[config.mk]
export PLATFORM = sky130hd
export DESIGN_NAME = mem_port_arbiter_flat
export DESIGN_NICKNAME = d
export VERILOG_FILES = /design/src/rtl/mem_port_arbiter_if.sv /design/src/rtl/mem_port_arbiter.sv /design/src/flat_wrapper.sv
export SDC_FILE = /design/constraint.sdc
export NUM_CORES = 1
export LEC_CHECK = 0
export BUFFER_PORTS_ARGS = -buffer_cell sky130_fd_sc_hd__clkbuf_2
export CAP_MARGIN = 0
export CORE_ASPECT_RATIO = 1.2
export CORE_MARGIN = 4
export CORE_UTILIZATION = 35
export CTS_CLUSTER_DIAMETER = 100
export CTS_CLUSTER_SIZE = 20
export DETAILED_ROUTE_END_ITERATION = 16
export GPL_ROUTABILITY_DRIVEN = 1
export HOLD_SLACK_MARGIN = 0.12
export PLACE_DENSITY = 0.76
export SLEW_MARGIN = 20
export SYNTH_ARGS = -nofsm -noshare
export SYNTH_HDL_FRONTEND = slang
export SYNTH_SLANG_ARGS = --single-unit
export TNS_END_PERCENT = 5
[constraint.sdc]
create_clock -name clk -period 1.97 [get_ports clk]
set_clock_uncertainty 0.2 [all_clocks]
set_input_delay 0.394 -clock clk [delete_from_list [all_inputs] [get_ports clk]]
set_output_delay 0.394 -clock clk [all_outputs]
set_load 0.05 [all_outputs]
[src/rtl/mem_port_arbiter_if.sv]
// Bundle of the fetch, data and external-memory signals around mem_port_arbiter.
// Handshakes: each *_Req is held until its one-cycle *_Valid pulse; External_MemEn is held until the cycle External_MemReady=1.
interface mem_port_arbiter_if #(parameter int XLEN = 32);
  localparam int NB = XLEN / 8;

  logic            Instr_Req;
  logic [XLEN-1:0] Instr_Adr;
  logic            Instr_Valid;
  logic [XLEN-1:0] Instr_Data;

  logic            Data_Req;
  logic            Data_WriteEn;
  logic [NB-1:0]   Data_WriteByteEn;
  logic [XLEN-1:0] Data_Adr;
  logic [XLEN-1:0] Data_WriteData;
  logic            Data_Valid;
  logic [XLEN-1:0] Data_ReadData;

  logic            Stall_F;
  logic            Stall_M;

  logic            External_MemEn;
  logic            External_MemWriteEn;
  logic [NB-1:0]   External_MemWriteByteEn;
  logic [XLEN-1:0] External_MemAdr;
  logic [XLEN-1:0] External_MemWriteData;
  logic            External_MemReady;
  logic            External_MemRespValid;
  logic [XLEN-1:0] External_MemReadData;

  modport slave (
    input  Instr_Req, Instr_Adr,
    input  Data_Req, Data_WriteEn, Data_WriteByteEn, Data_Adr, Data_WriteData,
    input  External_MemReady, External_MemRespValid, External_MemReadData,
    output Instr_Valid, Instr_Data, Data_Valid, Data_ReadData, Stall_F, Stall_M,
    output External_MemEn, External_MemWriteEn, External_MemWriteByteEn,
    output External_MemAdr, External_MemWriteData
  );

  modport master (
    output Instr_Req, Instr_Adr,
    output Data_Req, Data_WriteEn, Data_WriteByteEn, Data_Adr, Data_WriteData,
    output External_MemReady, External_MemRespValid, External_MemReadData,
    input  Instr_Valid, Instr_Data, Data_Valid, Data_ReadData, Stall_F, Stall_M,
    input  External_MemEn, External_MemWriteEn, External_MemWriteByteEn,
    input  External_MemAdr, External_MemWriteData
  );
endinterface

[src/rtl/mem_port_arbiter.sv]
// Shares one external memory port between fetch and data requesters, one access in flight.
// Data has priority; a streak counter forces a waiting fetch through after MAX_DATA_STREAK data grants.
module mem_port_arbiter #(
  parameter int XLEN            = 32,
  parameter int MAX_DATA_STREAK = 4,
  localparam int SW             = (MAX_DATA_STREAK > 0) ? $clog2(MAX_DATA_STREAK + 1) : 1
) (
  input  logic          clk,
  input  logic          reset_n,
  mem_port_arbiter_if.slave bus,
  output logic [1:0]    state_dbg,
  output logic [SW-1:0] streak_dbg
);
  localparam int NB = XLEN / 8;

  typedef enum logic [1:0] {IDLE = 2'd0, ISSUE = 2'd1, WAIT = 2'd2, DONE = 2'd3} state_t;

  state_t          state, state_nxt;
  logic [SW-1:0]   streak;
  logic            owner_data;
  logic [XLEN-1:0] adr_q;
  logic [XLEN-1:0] wdata_q;
  logic            we_q;
  logic [NB-1:0]   ben_q;
  logic            instr_valid_q, data_valid_q;
  logic [XLEN-1:0] instr_data_q, data_rdata_q;
  logic            grant_data, grant_instr;

  always_comb begin
    grant_data  = 1'b0;
    grant_instr = 1'b0;
    if (bus.Data_Req && bus.Instr_Req) begin
      if ((MAX_DATA_STREAK != 0) && (streak == SW'(MAX_DATA_STREAK))) grant_instr = 1'b1;
      else                                                             grant_data  = 1'b1;
    end else begin
      grant_data  = bus.Data_Req;
      grant_instr = bus.Instr_Req;
    end
  end

  always_comb begin
    state_nxt = state;
    case (state)
      IDLE:    if (bus.Instr_Req || bus.Data_Req) state_nxt = ISSUE;
      ISSUE:   if (bus.External_MemReady)         state_nxt = WAIT;
      WAIT:    if (bus.External_MemRespValid)     state_nxt = DONE;
      DONE:    state_nxt = IDLE;
      default: state_nxt = IDLE;
    endcase
  end

  always_ff @(posedge clk) begin
    if (!reset_n) begin
      state         <= IDLE;
      streak        <= '0;
      owner_data    <= 1'b0;
      adr_q         <= '0;
      wdata_q       <= '0;
      we_q          <= 1'b0;
      ben_q         <= '0;
      instr_valid_q <= 1'b0;
      data_valid_q  <= 1'b0;
      instr_data_q  <= '0;
      data_rdata_q  <= '0;
    end else begin
      state         <= state_nxt;
      instr_valid_q <= 1'b0;
      data_valid_q  <= 1'b0;
      if (state == IDLE && (grant_data || grant_instr)) begin
        owner_data <= grant_data;
        adr_q      <= (grant_data ? bus.Data_Adr : bus.Instr_Adr) & ~XLEN'(NB - 1);
        we_q       <= grant_data & bus.Data_WriteEn;
        ben_q      <= (grant_data && bus.Data_WriteEn) ? bus.Data_WriteByteEn : '0;
        wdata_q    <= (grant_data && bus.Data_WriteEn) ? bus.Data_WriteData : '0;
        // Streak only counts data grants that actually made a fetch wait.
        if (grant_instr || !bus.Instr_Req)           streak <= '0;
        else if (streak != SW'(MAX_DATA_STREAK))     streak <= streak + 1'b1;
      end
      if (state == WAIT && bus.External_MemRespValid) begin
        if (owner_data) begin
          data_valid_q <= 1'b1;
          data_rdata_q <= we_q ? '0 : bus.External_MemReadData;
        end else begin
          instr_valid_q <= 1'b1;
          instr_data_q  <= bus.External_MemReadData;
        end
      end
    end
  end

  assign bus.External_MemEn          = (state == ISSUE);
  assign bus.External_MemWriteEn     = we_q;
  assign bus.External_MemWriteByteEn = ben_q;
  assign bus.External_MemAdr         = adr_q;
  assign bus.External_MemWriteData   = wdata_q;

  assign bus.Instr_Valid   = instr_valid_q;
  assign bus.Instr_Data    = instr_data_q;
  assign bus.Data_Valid    = data_valid_q;
  assign bus.Data_ReadData = data_rdata_q;
  assign bus.Stall_F       = bus.Instr_Req & ~instr_valid_q;
  assign bus.Stall_M       = bus.Data_Req & ~data_valid_q;

  assign state_dbg  = state;
  assign streak_dbg = streak;
endmodule
[src/flat_wrapper.sv]
// flat-port wrapper written by rule: the top's interface ports become plain ports
module mem_port_arbiter_flat 
#(
  parameter int XLEN            = 32,
  parameter int MAX_DATA_STREAK = 4,
  localparam int SW             = (MAX_DATA_STREAK > 0) ? $clog2(MAX_DATA_STREAK + 1) : 1
)
  (clk, reset_n, state_dbg, streak_dbg, bus_Instr_Req, bus_Instr_Adr, bus_Data_Req, bus_Data_WriteEn, bus_Data_WriteByteEn, bus_Data_Adr, bus_Data_WriteData, bus_External_MemReady, bus_External_MemRespValid, bus_External_MemReadData, bus_Instr_Valid, bus_Instr_Data, bus_Data_Valid, bus_Data_ReadData, bus_Stall_F, bus_Stall_M, bus_External_MemEn, bus_External_MemWriteEn, bus_External_MemWriteByteEn, bus_External_MemAdr, bus_External_MemWriteData);
  mem_port_arbiter_if #(.XLEN(XLEN)) bus_i ();
  input  logic clk;
  input  logic reset_n;
  output logic [1:0] state_dbg;
  output logic [SW-1:0] streak_dbg;
  input wire logic [$bits(bus_i.Instr_Req)-1:0] bus_Instr_Req;
  input wire logic [$bits(bus_i.Instr_Adr)-1:0] bus_Instr_Adr;
  input wire logic [$bits(bus_i.Data_Req)-1:0] bus_Data_Req;
  input wire logic [$bits(bus_i.Data_WriteEn)-1:0] bus_Data_WriteEn;
  input wire logic [$bits(bus_i.Data_WriteByteEn)-1:0] bus_Data_WriteByteEn;
  input wire logic [$bits(bus_i.Data_Adr)-1:0] bus_Data_Adr;
  input wire logic [$bits(bus_i.Data_WriteData)-1:0] bus_Data_WriteData;
  input wire logic [$bits(bus_i.External_MemReady)-1:0] bus_External_MemReady;
  input wire logic [$bits(bus_i.External_MemRespValid)-1:0] bus_External_MemRespValid;
  input wire logic [$bits(bus_i.External_MemReadData)-1:0] bus_External_MemReadData;
  output wire logic [$bits(bus_i.Instr_Valid)-1:0] bus_Instr_Valid;
  output wire logic [$bits(bus_i.Instr_Data)-1:0] bus_Instr_Data;
  output wire logic [$bits(bus_i.Data_Valid)-1:0] bus_Data_Valid;
  output wire logic [$bits(bus_i.Data_ReadData)-1:0] bus_Data_ReadData;
  output wire logic [$bits(bus_i.Stall_F)-1:0] bus_Stall_F;
  output wire logic [$bits(bus_i.Stall_M)-1:0] bus_Stall_M;
  output wire logic [$bits(bus_i.External_MemEn)-1:0] bus_External_MemEn;
  output wire logic [$bits(bus_i.External_MemWriteEn)-1:0] bus_External_MemWriteEn;
  output wire logic [$bits(bus_i.External_MemWriteByteEn)-1:0] bus_External_MemWriteByteEn;
  output wire logic [$bits(bus_i.External_MemAdr)-1:0] bus_External_MemAdr;
  output wire logic [$bits(bus_i.External_MemWriteData)-1:0] bus_External_MemWriteData;
  assign bus_i.Instr_Req = bus_Instr_Req;
  assign bus_i.Instr_Adr = bus_Instr_Adr;
  assign bus_i.Data_Req = bus_Data_Req;
  assign bus_i.Data_WriteEn = bus_Data_WriteEn;
  assign bus_i.Data_WriteByteEn = bus_Data_WriteByteEn;
  assign bus_i.Data_Adr = bus_Data_Adr;
  assign bus_i.Data_WriteData = bus_Data_WriteData;
  assign bus_i.External_MemReady = bus_External_MemReady;
  assign bus_i.External_MemRespValid = bus_External_MemRespValid;
  assign bus_i.External_MemReadData = bus_External_MemReadData;
  assign bus_Instr_Valid = bus_i.Instr_Valid;
  assign bus_Instr_Data = bus_i.Instr_Data;
  assign bus_Data_Valid = bus_i.Data_Valid;
  assign bus_Data_ReadData = bus_i.Data_ReadData;
  assign bus_Stall_F = bus_i.Stall_F;
  assign bus_Stall_M = bus_i.Stall_M;
  assign bus_External_MemEn = bus_i.External_MemEn;
  assign bus_External_MemWriteEn = bus_i.External_MemWriteEn;
  assign bus_External_MemWriteByteEn = bus_i.External_MemWriteByteEn;
  assign bus_External_MemAdr = bus_i.External_MemAdr;
  assign bus_External_MemWriteData = bus_i.External_MemWriteData;
  mem_port_arbiter #(.XLEN(XLEN), .MAX_DATA_STREAK(MAX_DATA_STREAK)) u_core (.clk(clk), .reset_n(reset_n), .bus(bus_i), .state_dbg(state_dbg), .streak_dbg(streak_dbg));
endmodule
==> flow_summary.json, run 1 <==
{
  "status": "complete, no violations",
  "setup_viol": 0,
  "worstReg2RegStart": "u_core.state_dbg[1]",
  "io_buffers": 275,
  "drtPass1Iterations": 5,
  "worstSetupPathType": "flop to primary output",
  "io_pins": 282,
  "place_congestion": 0.790,
  "gr-total-overflow": 0,
  "pwr-share-clk_pct": 29.4,
  "reg2reg_depth": 5,
  "p_sw_mw": 4.46,
  "final_max_slew_viol_count": 0,
  "ys_async_sr_fraction_pct": 0,
  "final_cell_area_um2": 8670,
  "yosysUniqueCellTypes": 39,
  "num_vias": 6055,
  "clk_pin_slew_ns": 0.06,
  "drive_gt1_share_pct": 33.4,
  "max-clock-path-buffers": 2,
  "min_to": "u_core.bus.External_MemAdr[23]",
  "worstPathMaxFanout": 3,
  "p_int_mw": 6.18,
  "die_h_um": 142,
  "syn_area_um2": 5220,
  "synth.yosys.seq_area_share_pct": 53.3,
  "grt_start_max_net_pins": 103,
  "synth-seq-cells": 139,
  "p_comb_share_pct": 37.7,
  "placedInstanceArea_um2": 6820,
  "cts.sinks": 139,
  "regToRegSetupSlack_ns": 0.15,
  "vias_per_cell": 5.07,
  "drt_iter0_drc": 399,
  "hold_slack_ns": 0.144,
  "grt_util_all_layers_pct": 22.3,
  "worstHoldPathCells": 3,
  "max_cap_violations": 0,
  "fin_crit_sh_pct": 95.4,
  "antenna_found_initial": 0,
  "worstSkewPairLatency_ns": 0.42,
  "power_density_nw_per_um2": 1230,
  "core_area_um2": 14500,
  "crit_arrival_ns": 1.29,
  "drt_wl_total_um": 19400,
  "grt_pass1_vias": 6151,
  "p_sw_share_pct": 41.9,
  "synth_edf_count": 0,
  "synthToLayoutAreaGrowth_pct": 66.1,
  "cp-start-kind": "flop",
  "ys.flop_type": "dfxtp_1",
  "hold_path.class": "input port to flop",
  "drt-wirelength-per-cell_um": 16.2,
  "hold_viol": 0,
  "syn_area_per_cell_um2": 8.68,
  "clock.fmax_ghz": 0.532,
  "ant_nets": 0,
  "htreeDepth": 4,
  "yosys_warnings": 0,
  "drc": 0,
  "total_power_mw": 10.6,
  "final_nets": 1124,
  "ir_drop_uv": 752,
  "dp_cells": 1035,
  "chipWidth_um": 119,
  "num_rows": 48,
  "min-delay-start": "bus_Data_Adr[23]",
  "leakage_nw": 3.87,
  "required_ns": 1.38,
  "initial_utilization_pct": 35.9,
  "final_util_pct": 59.6,
  "syn_inst": 601,
  "min_period_ns": 1.88,
  "p_seq_share_pct": 32.9,
  "grt_first_pass_wirelength_um": 30400,
  "cts_root_buf": "clkbuf_16",
  "hpwl_um": 11700,
  "cts_tree": "done",
  "r2r_end": "u_core.state_dbg[1]",
  "fp.dieArea_um2": 16900,
  "cts_buffers": 17,
  "cp-end-kind": "primary output",
  "grt_setup_unrepaired": "no",
  "instances_no_fill": 1194
}
## synthesized netlist by cell type, drive strengths merged (4+ instances only)
cell / instances / area, um2
a21oi: 64 / 324
a22o: 32 / 280
a31oi: 33 / 206
buf: 24 / 149
clkbuf: 35 / 134
dfxtp: 139 / 2780
ha: 5 / 62.6
inv: 6 / 22.5
nand2: 102 / 383
nand3: 37 / 190
nor3: 4 / 20.0
o21ai: 97 / 497
## worst max path at each step
| stage | cells after the start | slack, ns | to | start |
|---|---|---|---|---|
| after detailed placement | 5 | 0.16 | u_core.state_dbg[1] | u_core.state_dbg[1] |
| after global placement | 5 | 0.20 | u_core.bus.External_MemWriteData[16] | bus_Instr_Req |
| after CTS | 3 | 0.04 | bus_External_MemEn | u_core.state_dbg[1] |
| after floorplan | 4 | -0.03 | bus_Stall_M | bus_Data_Req |
| after global routing | 3 | 0.02 | bus_External_MemEn | u_core.state_dbg[1] |
| final | 3 | 0.09 | bus_External_MemEn | u_core.state_dbg[1] |
## stage by stage
step | setup TNS, ns | worst slack, ns
finish | 0 | 0.0908
global route | 0 | 0.0176
CTS | 0 | 0.0391
detailed placement | 0 | 0.155
global placement | 0 | 0.196
floorplan | -0.218 | -0.0269
## cells in the final DEF, fill, tap and decap left out, types with 3 or more instances in the layout
cell,netlist,layout
o21ai_1,5,5
clkbuf_2,2,272
nand3_1,36,36
clkbuf_16,0,17
o21ai_0,91,91
inv_1,6,6
a21oi_1,63,63
clkinvlp_4,0,5
a31oi_1,33,32
a22o_1,32,32
nor3_1,4,4
buf_12,0,9
ha_1,5,5
inv_6,0,4
dlygate4sd3_1,0,126
buf_4,3,9
dfxtp_1,139,138
nor2_1,3,3
nand2_1,102,102
## cell type report
cell class                      count  area [um2]
Antenna cell                        1        2.50
Clock buffer                       17         425
Clock inverter                     15         159
Fill cell                        1227        5870
Inverter                            6        22.5
Multi-Input combinational cell    398        2140
Sequential cell                   139        2780
Tap cell                          200         250
Timing Repair Buffer              418        2880
## registers in the layout (all words and copies together) (netlist names)
signal / flops
u_core.bus.External_MemWriteEn: 1
u_core.bus.External_MemWriteByteEn: 4
u_core.owner_data: 1
u_core.bus.Instr_Data: 32
u_core.state_dbg: 2
u_core.bus.Instr_Valid: 1
u_core.bus.External_MemAdr: 30
u_core.bus.Data_Valid: 1
u_core.bus.Data_ReadData: 32
u_core.bus.External_MemWriteData: 32
u_core.streak_dbg: 3
## worst max-delay path: stages, from the launching register on
cell and delay, ns:
dfxtp_1 0.33, inv_1 0.10, ha_1 0.17, buf_2 0.28
## power by group through the flow
stage / Combinational [mW] / Sequential, mW / Clock, mW
2_1_floorplan: 1.25 / 4.97 / 0
3_3_place_gp: 3.75 / 3.52 / 0
4_1_cts: 3.99 / 3.48 / 3.20
3_5_place_dp: 3.79 / 3.53 / 0
6_report: 4.02 / 3.50 / 3.13
5_1_grt: 4.27 / 3.54 / 3.30
## kinds of logic after synthesis
logic type	Yosys count	synth area share (%)
adder cells (fa/ha/maj)	5	1.20
flip-flops	139	53.3
other	1	0.0719
AND/OR/NAND/NOR	158	13.3
multiplexers	1	0.192
buffers and inverters	65	5.85
AO/OA/AOI/OAI	230	25.7
XOR/XNOR	2	0.336
## layer usage
metal / global-route usage (%) / share of wire (%)
met1: 23.3 / 37
met2: 39.1 / 50
met3: 7.26 / 8.5
met4: 13.0 / 4.7
met5: 0 / 0
## repair_timing
| action | in CTS | in global routing |
|---|---|---|
| setup endpoints to repair | 0 | 1 |
| hold buffers | 126 | 0 |
| resized for setup | 0 | 1 |
| setup buffers | 0 | 0 |
| hold endpoints to repair | 130 | 0 |
Note: power is estimated with default switching activity, not from simulation.
==> run 2, diff against run 1 <==
--- a/config.mk
+++ b/config.mk
@@ -16,6 +16,7 @@
 export GPL_ROUTABILITY_DRIVEN = 1
 export HOLD_SLACK_MARGIN = 0.12
 export PLACE_DENSITY = 0.76
+export RECOVER_POWER = 25
 export SLEW_MARGIN = 20
 export SYNTH_ARGS = -nofsm -noshare
 export SYNTH_HDL_FRONTEND = slang
==> run 2 against run 1 <==
Count of clock-buffer cells in the layout is the same. First-iteration DRC count shrank 2.8%. Cell count unchanged. Largest cell class unchanged. Largest power group unchanged.
==> flow_summary.json, run 2 (synthesis results as in run 1) <==
{
  "io_buffers": 275,
  "final_common_cell": "clkbuf_2",
  "dp_cells": 1035,
  "crit_chain": "inv_1, ha_1, buf_2",
  "clock.fmax_ghz": 0.532,
  "io_pins": 282,
  "worst_slew_pin_slew_ns": 0.650,
  "drt_iter0_drc": 388,
  "synthToLayoutAreaGrowth_pct": 64.6,
  "grt_first_pass_wirelength_um": 30400,
  "drt-wirelength-per-cell_um": 16.3,
  "leakage_nw": 3.67,
  "p_sw_mw": 4.45,
  "use_met2_pct": 39.1,
  "fin_ws_ns": 0.0905,
  "final_nets": 1124,
  "grt_pass1_vias": 6151,
  "final_max_slew_viol_count": 0,
  "grt_start_max_net_pins": 103,
  "ant_nets": 0,
  "die_h_um": 142,
  "ir_drop_uv": 742,
  "required_ns": 1.38,
  "top_usage_layer": "met2",
  "vias_per_cell": 5.07,
  "drive_gt1_share_pct": 27.4,
  "hold_viol": 0,
  "drc": 0,
  "num_vias": 6051,
  "core_area_um2": 14500,
  "drt_wl_total_um": 19500,
  "htreeDepth": 4,
  "setup_viol": 0,
  "gr-total-overflow": 0,
  "max-clock-path-buffers": 2,
  "instances_no_fill": 1194,
  "cp-startpoint": "u_core.state_dbg[1]",
  "most-common-layout-cells": "clkbuf_2 (212), dfxtp_1 (138), dlygate4sd3_1 (126)",
  "use_met1_pct": 23.3,
  "hpwl_um": 11700,
  "status": "complete, no violations",
  "power_density_nw_per_um2": 1230,
  "min_period_ns": 1.88,
  "max_cap_violations": 0,
  "worstReg2RegStart": "u_core.state_dbg[1]",
  "placedInstanceArea_um2": 6820,
  "worstSkewPairLatency_ns": 0.42,
  "crit_arrival_ns": 1.29,
  "grt_use_met3_pct": 7.26,
  "drtPass1Iterations": 4,
  "cp-start-kind": "flop",
  "grt_util_all_layers_pct": 22.3,
  "cp_slowest_stage_delay_ns": 0.33,
  "fin_crit_sh_pct": 95.4,
  "place_congestion": 0.790,
  "cts_setup_buffers": 0,
  "pwr-share-clk_pct": 29.5,
  "setup_tns_ns": 0,
  "grt_setup_unrepaired": "no",
  "place_ws_ns": 0.155,
  "clk_pin_slew_ns": 0.06,
  "hold_path.class": "input port to flop",
  "cts_tree": "done",
  "p_comb_share_pct": 37.5,
  "initial_utilization_pct": 35.9,
  "num_rows": 48,
  "chipWidth_um": 119,
  "p_int_mw": 6.14,
  "antenna_found_initial": 0,
  "min-delay-start": "bus_Data_Adr[11]",
  "worstSetupPathType": "flop to primary output",
  "cts.sinks": 139,
  "p_seq_share_pct": 33.0,
  "max-slew-margin-rel_pct": 56.8,
  "cts_buffers": 17,
  "worstPathMaxFanout": 3,
  "cp-end-kind": "primary output",
  "fp.dieArea_um2": 16900,
  "p_sw_share_pct": 42.1,
  "slowest_stage": "dfxtp_1",
  "final_cell_area_um2": 8590,
  "cts_root_buf": "clkbuf_16"
}
run 2: cell counts in the layout (fill, tap and decap cells not counted):
No cell type changed its count.
run 2: final timing paths:
| path | endpoint | slack [ns] | cells past startpoint |
|---|---|---|---|
| worst max-delay path | bus_External_MemEn | 0.09 | 3 |
| worst min-delay path | u_core.bus.External_MemAdr[11] | 0.14 | 3 |
| worst max register to register | u_core.state_dbg[1] | 0.15 | 5 |
| worst min register to register | u_core.bus.Instr_Data[8] | 0.25 | 2 |
run 2: critical path, delay by kind of cell, from the launching register on:
kind | cells | cell delay (ns)
DFF | 1 | 0.33
buffers and inverters | 2 | 0.38
adders and majority gates | 1 | 0.17
run 2: metrics by stage:
stage / utilization (%) / hold slack, ns / total power, mW
floorplan: - / 0.295 / 6.22
global placement: 46.9 / 0.242 / 7.27
detailed placement: 46.9 / 0.246 / 7.32
CTS: 59.6 / 0.121 / 10.7
global route: 59.1 / 0.142 / 11.1
finish: 59.1 / 0.143 / 10.6
run 2: power by group through the flow:
stage	sequential, mW	combinational [mW]	clock, mW
floorplan	4.97	1.25	0
global placement	3.52	3.75	0
detailed placement	3.53	3.79	0
CTS	3.48	3.99	3.20
global route	3.54	4.23	3.30
finish	3.50	3.97	3.12
run 2: repair_timing:
| action | CTS | global route |
|---|---|---|
| hold buffers | 126 | 0 |
| setup endpoints to repair | 0 | 1 |
| gates resized for setup | 0 | 1 |
| hold endpoints to repair | 130 | 0 |
run 2: cell type report:
class | instances | area (um2)
multi-input cells | 398 | 2140
flip-flops and latches | 139 | 2780
fillers | 1263 | 5940
well taps | 200 | 250
inverters | 6 | 22.5
diodes | 1 | 2.50
repair buffers | 418 | 2810
clock inverters | 15 | 159
clock buffers | 17 | 425
run 2: metal layers:
metal | part of all wire [%] | up-vias | wire, um
met4 | 4.9 | 0 | 962
met5 | 0 | - | 0
li1 | - | 2877 | -
met3 | 8.4 | 81 | 1640
met1 | 37 | 2748 | 7170
met2 | 50 | 345 | 9680
